--- config.mk ---
export PLATFORM = sky130hd
export DESIGN_NAME = rr_stream_mux
export DESIGN_NICKNAME = d
export VERILOG_FILES = /design/src/rtl/rr_stream_mux.sv
export SDC_FILE = /design/constraint.sdc
export NUM_CORES = 1
export LEC_CHECK = 0
export ABC_CLOCK_PERIOD_IN_PS = 2550
export BUFFER_PORTS_ARGS = -buffer_cell sky130_fd_sc_hd__buf_2
export CAP_MARGIN = 0
export CELL_PAD_IN_SITES_DETAIL_PLACEMENT = 0
export CELL_PAD_IN_SITES_GLOBAL_PLACEMENT = 1
export CORE_ASPECT_RATIO = 0.9
export CORE_MARGIN = 2
export CORE_UTILIZATION = 30
export DETAILED_ROUTE_END_ITERATION = 6
export PLACE_DENSITY = 0.8
export SLEW_MARGIN = 20
export SYNTH_ARGS = -nofsm -noshare
export SYNTH_HDL_FRONTEND = slang
export SYNTH_SLANG_ARGS = --single-unit
export TNS_END_PERCENT = 30
--- constraint.sdc ---
create_clock -name clk -period 2.55 [get_ports clk]
set_input_delay 0.1275 -clock clk [delete_from_list [all_inputs] [get_ports clk]]
set_output_delay 0.1275 -clock clk [all_outputs]
set_load 0.02 [all_outputs]
--- src/rtl/rr_stream_mux.sv ---
// N-channel valid/ready stream multiplexer with one registered output stage.
// Selects by external index (mode=0) or by round-robin arbitration (mode=1).
module rr_stream_mux #(
    parameter int unsigned N = 4,
    parameter int unsigned W = 8,
    localparam int unsigned SEL_W = (N > 1) ? $clog2(N) : 1
) (
    input  logic               clk,
    input  logic               rst,
    input  logic [N*W-1:0]     in_data,
    input  logic [N-1:0]       in_valid,
    output logic [N-1:0]       in_ready,
    input  logic               mode,
    input  logic [SEL_W-1:0]   sel,
    output logic [W-1:0]       out_data,
    output logic               out_valid,
    input  logic               out_ready,
    output logic [SEL_W-1:0]   out_chan
);

    logic [SEL_W-1:0] r_ptr;
    logic [W-1:0]     r_out_data;
    logic             r_out_valid;
    logic [SEL_W-1:0] r_out_chan;

    logic [SEL_W-1:0] w_rr_idx;
    logic             w_rr_valid;
    logic             w_fix_valid;
    logic [SEL_W-1:0] w_grant;
    logic             w_grant_valid;
    logic             w_can_load;
    logic [N-1:0]     w_ready;
    logic             w_xfer;
    logic [W-1:0]     w_sel_data;

    // Round-robin search from ptr+1 upward; the wrap is an exact subtract-N.
    always_comb begin
        int unsigned v_idx;
        v_idx      = 0;
        w_rr_valid = 1'b0;
        w_rr_idx   = '0;
        for (int unsigned k = 1; k <= N; k++) begin
            v_idx = 32'(r_ptr) + k;
            if (v_idx >= N) begin
                v_idx = v_idx - N;
            end
            if (!w_rr_valid && in_valid[v_idx]) begin
                w_rr_valid = 1'b1;
                w_rr_idx   = SEL_W'(v_idx);
            end
        end
    end

    // An out-of-range fixed index never grants.
    always_comb begin
        w_fix_valid = 1'b0;
        if (32'(sel) < N) begin
            w_fix_valid = in_valid[sel];
        end
    end

    assign w_grant       = mode ? w_rr_idx   : sel;
    assign w_grant_valid = mode ? w_rr_valid : w_fix_valid;
    assign w_can_load    = !r_out_valid || out_ready;

    always_comb begin
        w_ready    = '0;
        w_sel_data = '0;
        for (int unsigned i = 0; i < N; i++) begin
            if (w_grant == SEL_W'(i)) begin
                w_ready[i] = !rst && w_can_load && w_grant_valid;
                w_sel_data = in_data[i*W +: W];
            end
        end
    end

    // in_ready is only raised on a channel whose valid is set, so any ready bit is a transfer.
    assign w_xfer = |w_ready;

    always_ff @(posedge clk or posedge rst) begin
        if (rst) begin
            r_out_valid <= 1'b0;
            r_out_data  <= '0;
            r_out_chan  <= '0;
            r_ptr       <= SEL_W'(N - 1);
        end else if (w_xfer) begin
            r_out_valid <= 1'b1;
            r_out_data  <= w_sel_data;
            r_out_chan  <= w_grant;
            r_ptr       <= w_grant;
        end else if (out_ready) begin
            r_out_valid <= 1'b0;
        end
    end

    assign in_ready  = w_ready;
    assign out_data  = r_out_data;
    assign out_valid = r_out_valid;
    assign out_chan  = r_out_chan;

endmodule

-- After elaboration in Yosys (flattened, before gate mapping)
Cells that the tools add are included.
- register bits after elaboration: 13
- input bits: 42
- word-level logic and storage cells: 72
- add/sub/neg operators: 8
- magnitude comparators: 9
- eq/ne operators: 3
- muxes and demuxes: 34
- reductions and logical operators: 14
- operators by type and width (cell ; count):
    32-bit by 3-bit less-than comparator with 1-bit output, second input constant ; 4
    32-bit two-way mux ; 4
    8-bit two-way mux ; 4
    1-bit two-way mux ; 16
    3-bit by 3-bit subtractor with 4-bit output, second input constant ; 3
    1-bit binary-select mux with 2-bit select ; 5
    2-bit two-way mux ; 5
    3-bit >= comparator, second input constant ; 3
    2-bit by 2-bit adder with 3-bit output, second input constant ; 2
    1-bit logical AND ; 5
    1-bit logical NOT ; 5
    4-bit by 3-bit subtractor with 5-bit output, second input constant ; 1
    2-bit by 3-bit adder with 4-bit output, second input constant ; 1
    2-bit == test, second input constant ; 2
    4-bit by 3-bit >= comparator with 1-bit output, second input constant ; 1
    4-bit OR reduction ; 1
    2-bit by 1-bit adder with 3-bit output, second input constant ; 1
    2-bit by 3-bit less-than comparator with 1-bit output, second input constant ; 1
    2-bit by 1-bit == test with 1-bit output, second input constant ; 1
    2-bit logical NOT ; 1
    2-bit nonzero test ; 1
    1-bit logical OR ; 1

-- Logic depth before layout (Yosys ltp)
Gate-level depths: netlist (run 1).
- word-level depth: 21
- mapped depth: 8

-- Worst setup path after synthesis (run 1)
Ideal clock, no wire load.
- path type: reg2out
- start: register r_ptr[0]
- end: output port in_ready[1]
- arrival time: 1.988 ns
- path slack: 0.434 ns
- cell stages (with the launch flop): 8
- path buffers: 2
- cells stage by stage: dfstp_2 > or2b_1 > o21a_1 > a31o_2 > buf_8 > buf_12 > or2_4 > nor2_1
- cells in the longest elaborated chain, start to end: 18
- elaborated cells on any way between the ends: 43
- those cells by class: 8 x add/sub; 4 x order compare; 1 x eq/ne; 23 x mux; 7 x reduce/logical
- RTL lines (element ; RTL line ; RTL):
    from (decl) ; 21 ; logic [SEL_W-1:0] r_ptr;
    from (signal assigned) ; 85 ; r_ptr <= SEL_W'(N - 1);
    from (signal assigned) ; 90 ; r_ptr <= w_grant;
    2-bit by 1-bit adder with 3-bit output ; 43 ; v_idx = 32'(r_ptr) + k;
    3-bit by 3-bit subtractor with 4-bit output or 3-bit >= comparator (tied branches) ; 45, 44 ;
    32-bit two-way mux ; 44 ; if (v_idx >= N) begin
    1-bit binary-select mux with 2-bit select ; 47 ; if (!w_rr_valid && in_valid[v_idx]) begin
    1-bit two-way mux (not written as such) ; 47 ;
    1-bit two-way mux ; 47 ;
    1-bit logical NOT ; 47 ;
    1-bit logical AND ; 47 ;
    [... 2 more ...] ; -- ;
    1-bit logical AND ; 47 ;
    1-bit two-way mux ; 47 ;
    1-bit logical NOT ; 47 ;
    1-bit logical AND ; 47 ;
    2-bit two-way mux or 1-bit two-way mux (tied branches) ; 47 ;
    2-bit two-way mux or 1-bit two-way mux (tied branches) ; 62, 63 ;
    2-bit by 1-bit == test with 1-bit output or 1-bit logical AND (tied branches) ; 70, 71 ;
    1-bit two-way mux (*) ; 70 ; if (w_grant == SEL_W'(i)) begin
    to (decl) ; 12 ; output logic [N-1:0] in_ready,
Every way passes the cells marked *; elsewhere a longest branch is shown, timed or not. The select of a mux whose other input is x is not followed.

-- Worst setup path in the final report (run 1)
Ends and elaborated chain as after synthesis.

==> results of run 1 <==
## registers in the layout (all words and copies together), names as in the netlist
signal,flops
out_valid,1
r_ptr,2
out_data,8
out_chan,2
## metrics by stage
stage                     power (W)  hold slack (ps)  util, %  setup WS, ps
after floorplan            0.000590             3.03        -           434
after global placement     0.000696              195     40.7           494
after detailed placement   0.000704              216     40.7           408
after CTS                  0.000836              141     41.9           101
after global routing       0.000878              176     41.9          11.6
final                      0.000827              151     41.9           125
## critical path, stage by stage, from the launching register on
cell and delay, ps:
dfstp_2 590, or2b_1 260, o21a_1 170, a31o_2 410, or2_4 320, nor2_1 100
buf_2 170
## routing by layer
layer	GRT usage [%]	vias to the layer above	share of wire, %
li1	-	479	-
met1	17.5	436	43
met2	24.3	53	46
met3	3.55	2	10
met4	4.66	0	0.39
met5	0	-	0
## how the worst min path moves through the flow
stage	startpoint	to	slack [ps]	cells after the start
after detailed placement	rst	out_chan[0]$_DFFE_PP0P_	220	2
after CTS	out_ready	out_valid$_DFFE_PP0P_	140	3
final	out_ready	out_valid$_DFFE_PP0P_	150	3
after global placement	rst	out_chan[0]$_DFFE_PP0P_	200	2
after floorplan	rst	out_chan[0]$_DFFE_PP0P_	3	1
after global routing	in_data[29]	out_data[5]$_DFFE_PP0P_	180	3
## cell usage after synthesis (2+ instances only)
master | instances | share of area, %
dfrtp_1 | 11 | 29
dfstp_2 | 2 | 5.5
nand2_1 | 18 | 7.1
nor2b_1 | 3 | 2.0
nand2b_1 | 3 | 2.0
o221ai_1 | 8 | 7.4
o21ai_1 | 2 | 1.1
inv_1 | 3 | 1.2
a21boi_0 | 3 | 2.4
nor2_1 | 7 | 2.8
buf_2 | 3 | 1.6
mux2i_1 | 18 | 19
o21a_1 | 2 | 1.6
## where the power goes
part / total [W] / internal [W] / leakage [nW] / switching (W)
registers: 0.000320 / 0.000274 / 0.156 / 0.0000460
clock network: 0.000127 / 0.0000606 / 0.0150 / 0.0000662
logic: 0.000380 / 0.000161 / 0.515 / 0.000220
## final cells by class
class	count	area (um^2)
sequential	13	328
multi-input combinational	77	561
clock buffer	4	26.3
timing repair buffer	58	298
inverter	3	11.3
tap	42	52.6
fill	335	1770
## kinds of logic (layout without fill, tap and decap cells)
family          count (synthesis)  in the layout  share of synthesized area [%]
compound gates                 22             22                           18.6
xor+xnor                        1              1                          0.922
buf+inv                         8             65                           6.45
flops                          13             13                           34.5
mux                            19             19                           21.7
simple gates                   35             35                           17.8
## what timing repair did
item / in CTS / in global routing
hold endpoints to repair: 11 / 0
hold buffers: 1 / 0
endpoints found under the setup margin: 0 / 0
==> flow_summary.yaml, run 1 <==
timing:
  hold_viol: 0
  worst_pin_slew_ps: 624
  fin_crit_ps: 2430
  fmax_mhz: 412
  setup_viol: 0
  rsz0062_at_grt: "no"
  finClkSkew_ps: 1.39
  finalCritPeriodShare_pct: 95.1
  finalMaxSlewViolations: 0
  setup_tns_ps: 0
  slew-limit-headroom_pct: 58.1
synthesis:
  ys.warnings.count: 0
  yosysSeqAreaShare_pct: 34.5
  async_flop_share_pct: 100
  ys_ff_latch: 13
  synth_cell_types: 28
  syn_nets: 140
  synthCells: 98
  synth_edf_count: 0
  avgSynthCellArea_um2: 9.69
  syn_area_um2: 950
  synthFlopType: "dfrtp_1"
global_route:
  grt_pass1_vias: 915
  grt_use_total_pct: 14.1
  grt_overflow: 0
  grt_pass1_wl_mm: 4.06
  antenna_found_initial: 0
  grt_max_degree: 19
finish:
  fin_nets: 198
  antenna_cells: 0
  final_area_mm2: 0.00128
  layout-drive-gt1-share_pct: 42.6
  stdcell_count: 197
  area_growth_pct: 34.4
  mostFrequentLayoutCell: "buf_2"
  layout_common_cells: "56 x buf_2, 18 x mux2i_1, 18 x nand2_1, 11 x dfrtp_1, 8 x o221ai_1"
cts:
  htree_levels: 1
  ctsResizeCount: 0
  insertion_delay_ps: 270
  cts.sinks: 13
  cts_max_path_buffers: 2
  clk_pin_slew_ps: 80
  cts-root-buf: "clkbuf_4"
  cts_setup_buffers: 0
  cts_tree: "built"
  cts-buffers-inserted: 3
power_and_ir_drop:
  power_density_mw_per_mm2: 648
  peakVddDrop_mv: 0.336
  power.leakage_nw: 0.686
drt:
  route.detailed.drc: 0
  vias: 970
  drt_iter0_drc: 24
  vias_per_cell: 4.92
  final_antenna_net_count: 0
  wl_per_cell_um: 13.1
  drt_wl_total_mm: 2.59
  dr.pass1.iters: 4
critical_path:
  critical_path_class: "flip-flop to output pin"
  r2r_setup_slack_ps: 520
  crit_end: "in_ready[1]"
  ff2ff_path_depth: 5
  worstPathRequired_ps: 2420
  critical_path_peak_fanout: 18
  timing.rr.start: "r_ptr[1]$_DFFE_PP1P_"
  cp-start-kind: "flip-flop"
  cp.arrival_ps: 2300
  reg2reg_to: "out_data[5]$_DFFE_PP0P_"
  end_kind: "output pin"
  crit_start: "r_ptr[0]$_DFFE_PP1P_"
floorplanning:
  fp.dieW_um: 63.3
  ioPinCount: 57
  initial_core_util_pct: 31.2
  die_area_mm2: 0.00363
  die_h_um: 57.4
  rows: 19
  core_mm2: 0.00304
run:
  max_cap_viol_count: 0
placement:
  io_buffer_count: 56
  gp_congestion: 0.784
  post_dp_cell_area_mm2: 0.00124
  placed_cells: 192
  hpwl_mm: 2.05
outcome:
  status: "finished clean"
min_path:
  hp-class: "input pin to flip-flop"
No activity file was read; power rests on OpenSTA's default activity.
==> inputs of run 2 (changes only) <==
--- a/config.mk
+++ b/config.mk
@@ -14,7 +14,7 @@
 export CORE_MARGIN = 2
 export CORE_UTILIZATION = 30
 export DETAILED_ROUTE_END_ITERATION = 6
-export PLACE_DENSITY = 0.8
+export PLACE_DENSITY_LB_ADDON = 0.1
 export SLEW_MARGIN = 20
 export SYNTH_ARGS = -nofsm -noshare
 export SYNTH_HDL_FRONTEND = slang
==> run 2 against run 1 <==
Against the previous run:
- design area grew 0.69%
- core utilization rose by 0.29 points
- register-to-register slack gained 70 ps
- non-clock buffer count is the same
- sequential share of layout area shrank 0.18 points
- die area stayed put
- final cell count unchanged
- first-iteration DRC count decreased by 58%
- count of clock-buffer cells in the layout did not move
- maximum frequency up 5.2%
- via count down 1.6%
- highest routed layer unchanged
==> flow_summary.yaml, run 2 (synthesis results as in run 1) <==
finish:
  layout-drive-gt1-share_pct: 42.6
  antenna_cells: 0
  layout_common_cells: "56 x buf_2, 18 x mux2i_1, 18 x nand2_1, 11 x dfrtp_1, 8 x o221ai_1"
  fin_nets: 198
  register_area_um2: 328
  multiInputGateArea_um2: 569
  fin_util_pct: 42.2
  largest_reg_flops: 8
  fillCellCount: 338
  mostFrequentLayoutCell: "buf_2"
  stdcell_count: 197
  area_growth_pct: 35.3
power_and_ir_drop:
  p_sw_w: 0.000337
  p_seq_share_pct: 38.4
  share_comb_of_total_power_pct: 45.4
  power_density_mw_per_mm2: 649
  peakVddDrop_mv: 0.285
  sw_frac_of_total_pct: 40.4
  clkPwrFrac_pct: 16.2
  internal_power_w: 0.000497
  power.leakage_nw: 0.689
placement:
  pre_cts_ws_ps: 443
  placed_cells: 192
  io_buffer_count: 56
  hpwl_mm: 1.96
  gp_congestion: 0.841
cts:
  cts-buffers-inserted: 3
  insertion_delay_ps: 280
  cts_tree: "built"
  cts_max_path_buffers: 2
  clk_pin_slew_ps: 90
  htree_levels: 1
  cts.sinks: 13
  cts_setup_buffers: 0
  cts-root-buf: "clkbuf_4"
global_route:
  grt_overflow: 0
  grt_pass1_vias: 961
  antenna_found_initial: 0
  grt_pass1_wl_mm: 4.28
  grt_use_total_pct: 15.2
  grt_max_degree: 19
run:
  max_cap_viol_count: 0
timing:
  worst_pin_slew_ps: 665
  setup_viol: 0
  rsz0062_at_grt: "no"
  slew-limit-headroom_pct: 55.3
  fmax_mhz: 434
  whs_ps: 123
  fin_crit_ps: 2310
  worst_slack_ps: 244
  finClkSkew_ps: 7.76
  finalCritPeriodShare_pct: 90.4
  setup_tns_ps: 0
  finalMaxSlewViolations: 0
  hold_viol: 0
critical_path:
  worstPathRequired_ps: 2420
  end_kind: "output pin"
  critical_path_peak_fanout: 18
  cp.arrival_ps: 2180
  cp-start-kind: "flip-flop"
  critical_path_class: "flip-flop to output pin"
drt:
  dr.pass1.iters: 3
  vias_per_cell: 4.84
  final_antenna_net_count: 0
  drt_iter0_drc: 10
  wl_per_cell_um: 13.0
  vias: 954
  route.detailed.drc: 0
  drt_wl_total_mm: 2.55
floorplanning:
  initial_core_util_pct: 31.2
  die_area_mm2: 0.00363
  fp.dieW_um: 63.3
  core_mm2: 0.00304
  ioPinCount: 57
  rows: 19
  die_h_um: 57.4
outcome:
  status: "finished clean"
min_path:
  hp-class: "input pin to flip-flop"
==> run 2: power groups by stage <==
stage	combinational [W]	sequential, W	clock [W]
global placement	0.000377	0.000319	0
floorplan	0.000214	0.000375	0
global route	0.000420	0.000331	0.000151
detailed placement	0.000379	0.000322	0
CTS	0.000380	0.000320	0.000143
finish	0.000379	0.000321	0.000135
==> run 2: timing repair <==
item	in CTS	in global routing
gates resized for setup	0	1
endpoints found under the hold margin	11	0
hold buffers	1	0
endpoints found under the setup margin	0	2
==> run 2: critical path, stage by stage (launching register included) <==
cell     delay, ps
dfstp_2        600
or2b_1         250
o21a_1         180
a31o_4         340
or2_4          280
nor2_1          80
buf_2          160
==> run 2: path summary, 6_finish.rpt <==
kind                                              start  cells after the start  slack (ps)                 endpoint
max in group asynchronous                           rst                      3        1730  out_data[3]$_DFFE_PP0P_
worst max register to register     r_ptr[1]$_DFFE_PP1P_                      4         590  out_data[2]$_DFFE_PP0P_
worst min-delay path                          out_ready                      3         120    out_valid$_DFFE_PP0P_
min in group asynchronous                           rst                      3         440  out_chan[1]$_DFFE_PP0P_
worst min register to register  out_data[0]$_DFFE_PP0P_                      2         490  out_data[0]$_DFFE_PP0P_
worst max-delay path               r_ptr[0]$_DFFE_PP1P_                      6         240              in_ready[1]
==> run 2: stage by stage <==
step / cell area, um^2 / total power [W]
CTS: 1280 / 0.000844
finish: 1280 / 0.000834
global placement: 1240 / 0.000696
global route: 1280 / 0.000901
floorplan: 950 / 0.000590
detailed placement: 1240 / 0.000701
==> run 2: area by class of cell <==
type | instances | share of cell area (%)
well taps | 42 | 4.09
multi-input cells | 77 | 44.3
inverters | 3 | 0.876
flip-flops and latches | 13 | 25.5
clock buffers | 4 | 2.04
repair buffers | 58 | 23.2
==> run 2: routing by layer <==
metal | vias up | share of wire [%] | global-route usage (%) | wire length [um]
li1 | 477 | - | - | -
met1 | 448 | 46 | 19.9 | 1170
met2 | 27 | 47 | 24.9 | 1190
met3 | 2 | 6.7 | 3.55 | 172
met4 | 0 | 0.59 | 5.59 | 15
met5 | - | 0 | 0 | 0
